==> config.mk <==
export PLATFORM = sky130hd
export DESIGN_NAME = com_bus_arbiter_rr
export DESIGN_NICKNAME = d
export VERILOG_FILES = /design/src/rtl/com_bus_arb_pkg.sv /design/src/rtl/com_bus_arbiter_rr_rr_pick.sv /design/src/rtl/com_bus_arbiter_rr.sv
export SDC_FILE = /design/constraint.sdc
export NUM_CORES = 1
export LEC_CHECK = 0
export ABC_AREA = 1
export CAP_MARGIN = 20
export CORE_MARGIN = 2
export CORE_UTILIZATION = 56
export DETAILED_ROUTE_END_ITERATION = 10
export PLACE_DENSITY = 0.89
export SYNTH_ARGS = -nofsm -noshare
export SYNTH_HDL_FRONTEND = slang
export SYNTH_SLANG_ARGS = --single-unit
export TNS_END_PERCENT = 1
==> constraint.sdc <==
create_clock -name clk -period 6.8 [get_ports clk]
set_input_delay 1.36 -clock clk [delete_from_list [all_inputs] [get_ports clk]]
set_output_delay 1.36 -clock clk [all_outputs]
set_load 0.05 [all_outputs]
==> src/rtl/com_bus_arb_pkg.sv <==
// rtl/com_bus_arb_pkg.sv - shared types and Gnt_id encoding for the common-bus arbiter
package com_bus_arb_pkg;

    typedef enum logic [2:0] {
        IDLE,
        GNT_SNOOP,
        GNT_MEM,
        GNT_PROC,
        TURN
    } arb_state_t;

    typedef enum logic [1:0] {
        CLS_NONE,
        CLS_SNOOP,
        CLS_MEM,
        CLS_PROC
    } gnt_class_t;

    // Holder encoding: proc i -> i, snoop j -> num_proc+j, mem -> num_proc+num_snoop, none -> 0.
    function automatic int unsigned gnt_id_enc(input gnt_class_t cls, input int unsigned idx,
                                               input int unsigned num_proc,
                                               input int unsigned num_snoop);
        case (cls)
            CLS_PROC:  return idx;
            CLS_SNOOP: return num_proc + idx;
            CLS_MEM:   return num_proc + num_snoop;
            default:   return 0;
        endcase
    endfunction

endpackage

==> src/rtl/com_bus_arbiter_rr_rr_pick.sv <==
// rtl/com_bus_arbiter_rr_rr_pick.sv - combinational round-robin picker
// Ports: req  - request vector
//        ptr  - index where the search starts (wraps modulo WIDTH)
//        gnt  - one-hot pick, idx - its index, valid - any request present
module rr_pick #(
    parameter int WIDTH = 8,
    localparam int PW = (WIDTH > 1) ? $clog2(WIDTH) : 1
) (
    input  logic [WIDTH-1:0] req,
    input  logic [PW-1:0]    ptr,
    output logic [WIDTH-1:0] gnt,
    output logic [PW-1:0]    idx,
    output logic             valid
);

    function automatic int wrap(input int p, input int o);
        return (p + o) % WIDTH;
    endfunction

    // Scan offsets from farthest to nearest so the last hit is the one closest to ptr.
    always_comb begin
        gnt   = '0;
        idx   = '0;
        valid = 1'b0;
        for (int i = WIDTH - 1; i >= 0; i--) begin
            if (req[wrap(int'(ptr), i)]) begin
                gnt                     = '0;
                gnt[wrap(int'(ptr), i)] = 1'b1;
                idx                     = PW'(wrap(int'(ptr), i));
                valid                   = 1'b1;
            end
        end
    end

endmodule

==> src/rtl/com_bus_arbiter_rr.sv <==
// rtl/com_bus_arbiter_rr.sv - common-bus arbiter: snoop > mem > proc, round-robin per class
// Ports: clk, rst (sync, active-high)
//        Com_Bus_Req_proc/Com_Bus_Req_snoop/Mem_snoop_req - requests
//        Com_Bus_Gnt_proc/Com_Bus_Gnt_snoop/Mem_snoop_gnt - registered one-hot grants
//        Bus_busy - any grant, Gnt_id - encoded holder, Hold_timeout - watchdog pulse
module com_bus_arbiter_rr #(
    parameter int NUM_PROC  = 8,
    parameter int NUM_SNOOP = 4,
    parameter int MAX_HOLD  = 64,
    parameter int ID_W      = 5
) (
    input  logic                 clk,
    input  logic                 rst,
    input  logic [NUM_PROC-1:0]  Com_Bus_Req_proc,
    input  logic [NUM_SNOOP-1:0] Com_Bus_Req_snoop,
    input  logic                 Mem_snoop_req,
    output logic [NUM_PROC-1:0]  Com_Bus_Gnt_proc,
    output logic [NUM_SNOOP-1:0] Com_Bus_Gnt_snoop,
    output logic                 Mem_snoop_gnt,
    output logic                 Bus_busy,
    output logic [ID_W-1:0]      Gnt_id,
    output logic                 Hold_timeout
);
    import com_bus_arb_pkg::*;

    localparam int PPW = (NUM_PROC > 1) ? $clog2(NUM_PROC) : 1;
    localparam int SPW = (NUM_SNOOP > 1) ? $clog2(NUM_SNOOP) : 1;
    localparam int CW  = (MAX_HOLD > 0) ? $clog2(MAX_HOLD + 1) : 1;
    localparam logic [CW-1:0] HOLD_MAX = CW'(MAX_HOLD);

    arb_state_t           state, state_n;
    logic [PPW-1:0]       proc_ptr, proc_ptr_n;
    logic [SPW-1:0]       snoop_ptr, snoop_ptr_n;
    logic [NUM_PROC-1:0]  gnt_proc, gnt_proc_n;
    logic [NUM_SNOOP-1:0] gnt_snoop, gnt_snoop_n;
    logic                 gnt_mem, gnt_mem_n;
    logic [ID_W-1:0]      gnt_id, gnt_id_n;
    logic [CW-1:0]        hold_cnt, hold_cnt_n;
    logic                 hold_to, hold_to_n;
    logic                 grant_new, held;

    logic [NUM_PROC-1:0]  pick_proc;
    logic [PPW-1:0]       pick_proc_idx;
    logic                 pick_proc_valid;
    logic [NUM_SNOOP-1:0] pick_snoop;
    logic [SPW-1:0]       pick_snoop_idx;
    logic                 pick_snoop_valid;

    rr_pick #(.WIDTH(NUM_PROC)) u_pick_proc (
        .req   (Com_Bus_Req_proc),
        .ptr   (proc_ptr),
        .gnt   (pick_proc),
        .idx   (pick_proc_idx),
        .valid (pick_proc_valid)
    );

    rr_pick #(.WIDTH(NUM_SNOOP)) u_pick_snoop (
        .req   (Com_Bus_Req_snoop),
        .ptr   (snoop_ptr),
        .gnt   (pick_snoop),
        .idx   (pick_snoop_idx),
        .valid (pick_snoop_valid)
    );

    always_comb begin
        state_n     = state;
        proc_ptr_n  = proc_ptr;
        snoop_ptr_n = snoop_ptr;
        gnt_proc_n  = gnt_proc;
        gnt_snoop_n = gnt_snoop;
        gnt_mem_n   = gnt_mem;
        gnt_id_n    = gnt_id;
        grant_new   = 1'b0;
        held        = 1'b0;
        case (state)
            IDLE: begin
                if (pick_snoop_valid) begin
                    state_n     = GNT_SNOOP;
                    gnt_snoop_n = pick_snoop;
                    snoop_ptr_n = (pick_snoop_idx == SPW'(NUM_SNOOP - 1)) ? '0
                                                                          : pick_snoop_idx + SPW'(1);
                    gnt_id_n    = ID_W'(gnt_id_enc(CLS_SNOOP, 32'(pick_snoop_idx),
                                                   NUM_PROC, NUM_SNOOP));
                    grant_new   = 1'b1;
                end else if (Mem_snoop_req) begin
                    state_n   = GNT_MEM;
                    gnt_mem_n = 1'b1;
                    gnt_id_n  = ID_W'(gnt_id_enc(CLS_MEM, 0, NUM_PROC, NUM_SNOOP));
                    grant_new = 1'b1;
                end else if (pick_proc_valid) begin
                    state_n    = GNT_PROC;
                    gnt_proc_n = pick_proc;
                    proc_ptr_n = (pick_proc_idx == PPW'(NUM_PROC - 1)) ? '0
                                                                       : pick_proc_idx + PPW'(1);
                    gnt_id_n   = ID_W'(gnt_id_enc(CLS_PROC, 32'(pick_proc_idx),
                                                  NUM_PROC, NUM_SNOOP));
                    grant_new  = 1'b1;
                end
            end
            GNT_SNOOP: held = |(Com_Bus_Req_snoop & gnt_snoop);
            GNT_MEM:   held = Mem_snoop_req;
            GNT_PROC:  held = |(Com_Bus_Req_proc & gnt_proc);
            TURN:      state_n = IDLE;
            default:   state_n = IDLE;
        endcase

        // Leaving a grant state without the holder's request always passes through TURN.
        if ((state == GNT_SNOOP || state == GNT_MEM || state == GNT_PROC) && !held) begin
            state_n     = TURN;
            gnt_proc_n  = '0;
            gnt_snoop_n = '0;
            gnt_mem_n   = 1'b0;
            gnt_id_n    = '0;
        end

        // hold_cnt counts held cycles including the current one, so a new grant starts at 1.
        hold_to_n = 1'b0;
        if (grant_new) begin
            hold_cnt_n = (MAX_HOLD > 0) ? CW'(1) : '0;
            hold_to_n  = (HOLD_MAX == CW'(1));
        end else if (held) begin
            hold_cnt_n = hold_cnt;
            if (hold_cnt != HOLD_MAX) begin
                hold_cnt_n = hold_cnt + CW'(1);
                hold_to_n  = (hold_cnt + CW'(1) == HOLD_MAX);
            end
        end else begin
            hold_cnt_n = '0;
        end
    end

    always_ff @(posedge clk) begin
        if (rst) begin
            state     <= IDLE;
            proc_ptr  <= '0;
            snoop_ptr <= '0;
            gnt_proc  <= '0;
            gnt_snoop <= '0;
            gnt_mem   <= 1'b0;
            gnt_id    <= '0;
            hold_cnt  <= '0;
            hold_to   <= 1'b0;
        end else begin
            state     <= state_n;
            proc_ptr  <= proc_ptr_n;
            snoop_ptr <= snoop_ptr_n;
            gnt_proc  <= gnt_proc_n;
            gnt_snoop <= gnt_snoop_n;
            gnt_mem   <= gnt_mem_n;
            gnt_id    <= gnt_id_n;
            hold_cnt  <= hold_cnt_n;
            hold_to   <= hold_to_n;
        end
    end

    assign Com_Bus_Gnt_proc  = gnt_proc;
    assign Com_Bus_Gnt_snoop = gnt_snoop;
    assign Mem_snoop_gnt     = gnt_mem;
    assign Bus_busy          = (|gnt_proc) | (|gnt_snoop) | gnt_mem;
    assign Gnt_id            = gnt_id;
    assign Hold_timeout      = hold_to;

endmodule
==> results.tsv, run 1 <==
metric	value	unit
Static Leakage	1.72	nW
mapped cell area	3460	µm²
initial core utilization	0.580	
Setup crit end kind	flop	
Achievable Freq	245	MHz
Post-synth EDFFs	0	
fin. max-slew vios	0	
CTS Buf Count	5	
DRC	0	
clock latency on the worst-skew pair	0.29	ns
Post-Layout Cell Count	677	
clk slew on worst S/H paths	0.07	ns
RR Endpoint	proc_ptr[0]	
vias	4070	
P&R area growth vs syn	13.0	%
setup TNS	0	ns
Final Critical Period	4.09	ns
layout cells sized above 1	0.0997	
CTS root buffer	clkbuf_8	
r2r worst-path depth	19	
Placed Cells incl. Taps	669	
die area	6820	µm²
pin count of the biggest net entering global routing	31	
Worst IR Drop VDD	0.455	mV
Rows	28	
# setup viols final	0	
initial DRC count	394	
Crit path arrival time	4.31	ns
CP max FO	30	
Die X	82.6	µm
CTS Sinks	33	
critical path, cell by cell	buf_4 > inv_2 > ha_1 > inv_2 > nand3_1 > nand3_2 > nand2_4 > inv_1 > nand2_1 > a21oi_1 > o21ai_1 > nand2_1 > nand2_1 > nand2_1 > ha_1 > ha_1 > nor2_2 > nand3_1 > a21oi_1	
Routed wire per std cell	15.7	µm
Via density	6.01	
Min-Delay Path Class	reg -> reg	
CTS H-tree depth	2	
RSZ-0062 raised after global routing	false	
skew final	0.00656	ns
gpl congestion	0.967	
Hold Fails Final Rpt	0	
first-pass GRT wire length	16700	µm
worst-case clock buffer depth	2	
grt ovf	0	
worst flop-to-flop path startpoint	proc_ptr[0]	
number of setup buffers added after CTS	0	
Yosys reg bits	33	
Hold Path Origin	Gnt_id[3]	
Final ANT Viol Nets	0	
Place WS	2.75	ns
status	finished, final reports clean	
Synth Net Count	613	
num ports	35	
CP dominant cell by count	nand2_1	
initial antenna violation count	0	
hold-fix buffers at CTS	0	
drt first pass iters	6	
Total GRT Usage	0.318	
setup ws final	2.71	ns
Antenna diodes	0	
number of global-route vias before repair	3583	
CP Class	reg -> reg	
yosys warns	0	
cell count after synthesis	579	
Pwr Density	415	nW/µm²
R2R setup slack	2.71	ns
Nets	635	
max incr delay on CP	0.82	ns
syn_area_per_cell	5.97	µm²
ys async rst share	0	
post-CTS resize count	0	
Core ar.	5960	µm²
die height	82.6	µm
Worst-Margin Slew	0.687	ns
Post-synth top flop	dfxtp_1	
Post-DP HPWL	7850	µm
Worst Setup Start Kind	flop	
Worst Path Required	7.02	ns
worst hold stages	2	
drt total wl	10700	µm
fin crit share	0.601	
Synth cell types	47	
Rel. slew slack	0.542	
CP max-delay cell	ha_1	
Hold Path Sink	Gnt_id[3]	
CTS tree	yes	
Max-cap violations	0	
port buffer count	33	
sequential share of the synthesized area	0.191	
area by class of cell:
cell class	instances	area, µm²
sequential	33	661
clock buffer	5	68.8
tap	75	93.8
timing repair buffer	34	338
fill	559	2050
inverter	56	213
multi-input combinational	471	2470
clock inverter	3	65.1
registers in the layout (all words and copies together) (netlist names):
name / count
snoop_ptr: 2
hold_cnt: 7
Hold_timeout: 1
Gnt_id: 4
proc_ptr: 3
Mem_snoop_gnt: 1
Com_Bus_Gnt_proc: 8
Com_Bus_Gnt_snoop: 4
state: 3
cells in the mapped netlist, types with 2 or more instances:
| cell type | n | area, µm² |
|---|---|---|
| a21oi_2 | 3 | 26.3 |
| nand2_2 | 13 | 81.3 |
| ha_1 | 19 | 238 |
| xor2_1 | 4 | 35.0 |
| buf_4 | 4 | 30.0 |
| nor3b_1 | 2 | 15.0 |
| nor2_2 | 3 | 18.8 |
| nand4_4 | 2 | 42.5 |
| buf_2 | 5 | 25.0 |
| nand2_1 | 171 | 642 |
| inv_2 | 12 | 45.0 |
| clkbuf_1 | 6 | 22.5 |
| a21oi_1 | 62 | 310 |
| nand2_4 | 2 | 22.5 |
| nor2_1 | 57 | 214 |
| nor3_1 | 7 | 35.0 |
| nand3_2 | 4 | 40.0 |
| o21ai_1 | 5 | 25.0 |
| dfxtp_1 | 33 | 661 |
| o21ai_2 | 3 | 26.3 |
| nand3_1 | 52 | 260 |
| buf_6 | 3 | 33.8 |
| inv_1 | 42 | 158 |
| nor2_4 | 5 | 56.3 |
| o21ai_0 | 24 | 120 |
| o211ai_1 | 4 | 30.0 |
| nand4_1 | 9 | 56.3 |
| nor4_1 | 4 | 25.0 |
cell families (layout without fill, tap and decap cells):
| kind of cell | after synthesis | after routing | synth area share |
|---|---|---|---|
| compound gates | 109 | 109 | 0.175 |
| xor+xnor | 5 | 5 | 0.0127 |
| fa+ha+maj | 19 | 19 | 0.0688 |
| buf+inv | 75 | 98 | 0.0949 |
| flops | 33 | 33 | 0.191 |
| mux | 2 | 2 | 0.00941 |
| other cells | 1 | 1 | 0.00109 |
| simple gates | 335 | 335 | 0.447 |
power breakdown:
part	internal, mW	leakage [nW]	switching (mW)
sequential	0.234	0.268	0.0551
combinational	0.338	1.38	0.772
clock	0.146	0.0681	0.0779
per-layer routing:
layer  wire length (µm)  vias to the layer above  global-route usage  part of all wire
met5                  0                        -                   0                 0
met4                334                        0              0.0902             0.031
met3               1260                       42              0.0913              0.12
met2               4740                      250               0.502              0.44
met1               4330                     1823               0.422              0.41
li1                   -                     1955                   -                 -
layout by cell type (no fill, tap or decap), types with 2 or more instances in the layout:
cell type        instances
dfxtp_1                 33
nand4_4                  2
nand4_1                  9
clkdlybuf4s50_1         33
a21oi_2                  3
ha_1                    19
nand3_1                 52
nor2_4                   5
a21oi_1                 62
nor2_2                   3
nand2_2                 13
xor2_1                   4
bufinv_16                2
nor3b_1                  2
nor3_1                   7
nor2_1                  57
o21ai_2                  3
o21ai_1                  5
inv_1                   42
nor4_1                   4
inv_2                   12
nand2_4                  2
clkbuf_8                 5
nand3_2                  4
nand2_1                171
o21ai_0                 24
o211ai_1                 4
worst max path at each step:
stage                         from          end  slack, ns
3_5_place_dp   Com_Bus_Req_proc[1]  proc_ptr[2]       2.75
3_3_place_gp   Com_Bus_Req_proc[1]  proc_ptr[2]       2.86
5_1_grt                proc_ptr[0]  proc_ptr[0]       2.47
6_report               proc_ptr[0]  proc_ptr[0]       2.71
4_1_cts                proc_ptr[0]  proc_ptr[2]       2.87
2_1_floorplan  Com_Bus_Req_proc[5]  proc_ptr[2]       3.68
critical path, delay by kind of cell (launching register included):
kind	cells	cell delay [ns]
flip-flops	1	0.31
AND/OR/NAND/NOR	9	1.09
buffers and inverters	4	1.07
AO/OA/AOI/OAI	3	0.33
adder cells (fa/ha/maj)	3	1.18
per-stage QoR:
step | hold slack [ns] | util | power (mW) | instance area [µm²]
floorplan | 0.465 | - | 1.12 | 3460
global placement | 0.459 | 0.633 | 1.34 | 3770
detailed placement | 0.462 | 0.633 | 1.37 | 3770
CTS | 0.474 | 0.656 | 1.60 | 3910
global route | 0.478 | 0.656 | 1.75 | 3910
finish | 0.473 | 0.656 | 1.62 | 3910
(Power assumes the default switching activity.)
==> inputs of run 2 (changes only) <==
==> constraint.sdc (replaced) <==
create_clock -name clk -period 4 [get_ports clk]
set_input_delay 0.8 -clock clk [delete_from_list [all_inputs] [get_ports clk]]
set_output_delay 0.8 -clock clk [all_outputs]
set_load 0.05 [all_outputs]
==> results.tsv, run 2 (same netlist as run 1, synthesis figures left out) <==
metric	value	unit	change
CTS Sinks	33		unchanged
most frequent cells in the layout	nand2_1 (171), a21oi_1 (62), nor2_1 (57)		
CTS tree	yes		
Antenna diodes	0		unchanged
layout cells sized above 1	0.105		+0.00577
Setup crit end kind	flop		
Via density	5.96		-0.81%
port buffer count	33		unchanged
Worst IR Drop VDD	0.840	mV	+85%
CTS H-tree depth	2		unchanged
number of setup buffers added after CTS	0		unchanged
CP dominant cell by count	nand2_1		
worst hold margin	0.477	ns	+0.00387 ns
Final Critical Period	3.40	ns	-0.689 ns
drt first pass iters	5		-1
fin util	0.655		about the same
Worst Setup Start Kind	flop		
Die X	82.6	µm	unchanged
final non-filler cell area	3900	µm²	about the same
Pwr Density	677	nW/µm²	+63%
Rows	28		unchanged
initial DRC count	364		-7.6%
Crit path arrival time	3.60	ns	-0.71 ns
number of global-route vias before repair	3685		+2.8%
pin count of the biggest net entering global routing	22		-29%
met2 WL	4680	µm	-1.2%
Total GRT Usage	0.313		-0.00514
fill cell count	587		+5.0%
Achievable Freq	294	MHz	+20%
drt total wl	10400	µm	-2.4%
critical path, cell by cell	inv_2 > ha_1 > inv_2 > nand3_1 > nand3_2 > nand2_4 > inv_1 > nand2_1 > a21oi_1 > o21ai_1 > nand2_1 > nand2_1 > nand2_1 > ha_1 > ha_1 > nor2_2 > nand3_1 > a21oi_1		
die area	6820	µm²	unchanged
P&R area growth vs syn	13.0	%	about the same
RSZ-0062 raised after global routing	false		
Post-Layout Cell Count	682		+0.74%
CTS Buf Count	5		unchanged
Post-DP HPWL	7840	µm	-0.12%
max reg flops	8		unchanged
crit-path leading delay family	simple AND/OR/NAND/NOR gates		
post-CTS resize count	0		unchanged
Routed wire per std cell	15.2	µm	-3.1%
most common cell after layout, fill and taps aside	nand2_1		
CP max FO	17		-43%
hold-fix buffers at CTS	0		unchanged
grt ovf	0		unchanged
clk slew on worst S/H paths	0.07	ns	about the same
FF/Latch Area	661	µm²	unchanged
Tot Pwr	2.64	mW	+63%
initial core utilization	0.580		unchanged
CP Class	reg -> reg		
Post-DP Area	3820	µm²	+1.2%
Place WS	0.573	ns	-2.17 ns
Nets	641		+0.94%
fin crit share	0.849		+0.248
WP buf/inv	3		-1
Min-Delay Path Class	reg -> reg		
Final ANT Viol Nets	0		unchanged
status	finished, final reports clean		
clock latency on the worst-skew pair	0.28	ns	about the same
num ports	35		unchanged
fin. max-slew vios	0		unchanged
Static Leakage	1.72	nW	+0.38%
Worst-Margin Slew	0.502	ns	-0.186 ns
gpl congestion	0.997		+3.2%
Hold Fails Final Rpt	0		unchanged
Worst Path Required	4.21	ns	-2.81 ns
Core ar.	5960	µm²	unchanged
CTS root buffer	clkbuf_8		
initial antenna violation count	0		unchanged
skew final	0.00548	ns	-0.00109 ns
# setup viols final	0		unchanged
DRT met1 WL	4380	µm	+1.2%
worst-case clock buffer depth	2		unchanged
first-pass GRT wire length	16700	µm	+0.25%
setup TNS	0	ns	unchanged
Max-cap violations	0		unchanged
DRC	0		unchanged
max layer used	met4		
CP max-delay cell	dfxtp_1		
Placed Cells incl. Taps	675		+0.90%
WL met3	1110	µm	-12%
setup ws final	0.603	ns	-2.11 ns
multi-input logic area	2470	µm²	unchanged
vias	4067		-0.074%
die height	82.6	µm	unchanged
max incr delay on CP	0.55	ns	-0.27 ns
Rel. slew slack	0.665		+0.123
## run 2: area by class of cell
type                            count  share of cell area
Clock buffer                        7              0.0221
Inverter                           56              0.0545
Timing Repair Buffer               40              0.0981
Sequential cell                    33               0.169
Multi-Input combinational cell    471               0.632
Tap cell                           75              0.0240
## run 2: worst register-to-register path, delay by kind of cell, from the launching register on
kind / cells / cell delay, ns
AO/OA/AOI/OAI: 3 / 0.33
AND/OR/NAND/NOR: 9 / 1.02
adder cells (fa/ha/maj): 3 / 0.87
flip-flops: 1 / 0.55
buffers and inverters: 3 / 0.56
## run 2: routing by layer
layer,up-vias,global-route usage
met3,35,0.0761
li1,1964,-
met1,1845,0.415
met2,223,0.503
met4,0,0.0902
met5,-,0
## run 2: path summary, 6_finish.rpt
| kind | end | depth (start not counted) | slack [ns] | from |
|---|---|---|---|---|
| setup / recovery | proc_ptr[0] | 18 | 0.60 | proc_ptr[1] |
| hold / removal | Gnt_id[3] | 2 | 0.48 | Gnt_id[3] |
| setup reg to reg | proc_ptr[0] | 18 | 0.60 | proc_ptr[1] |
| hold reg to reg | Gnt_id[3] | 2 | 0.48 | Gnt_id[3] |
## run 2: power by group
group          internal, mW  switching [mW]  leakage [nW]  total, mW
sequential            0.398          0.0975         0.268      0.496
combinational         0.591            1.31          1.41       1.90
clock                 0.136           0.115        0.0443      0.252
total                  1.13            1.52          1.72       2.64
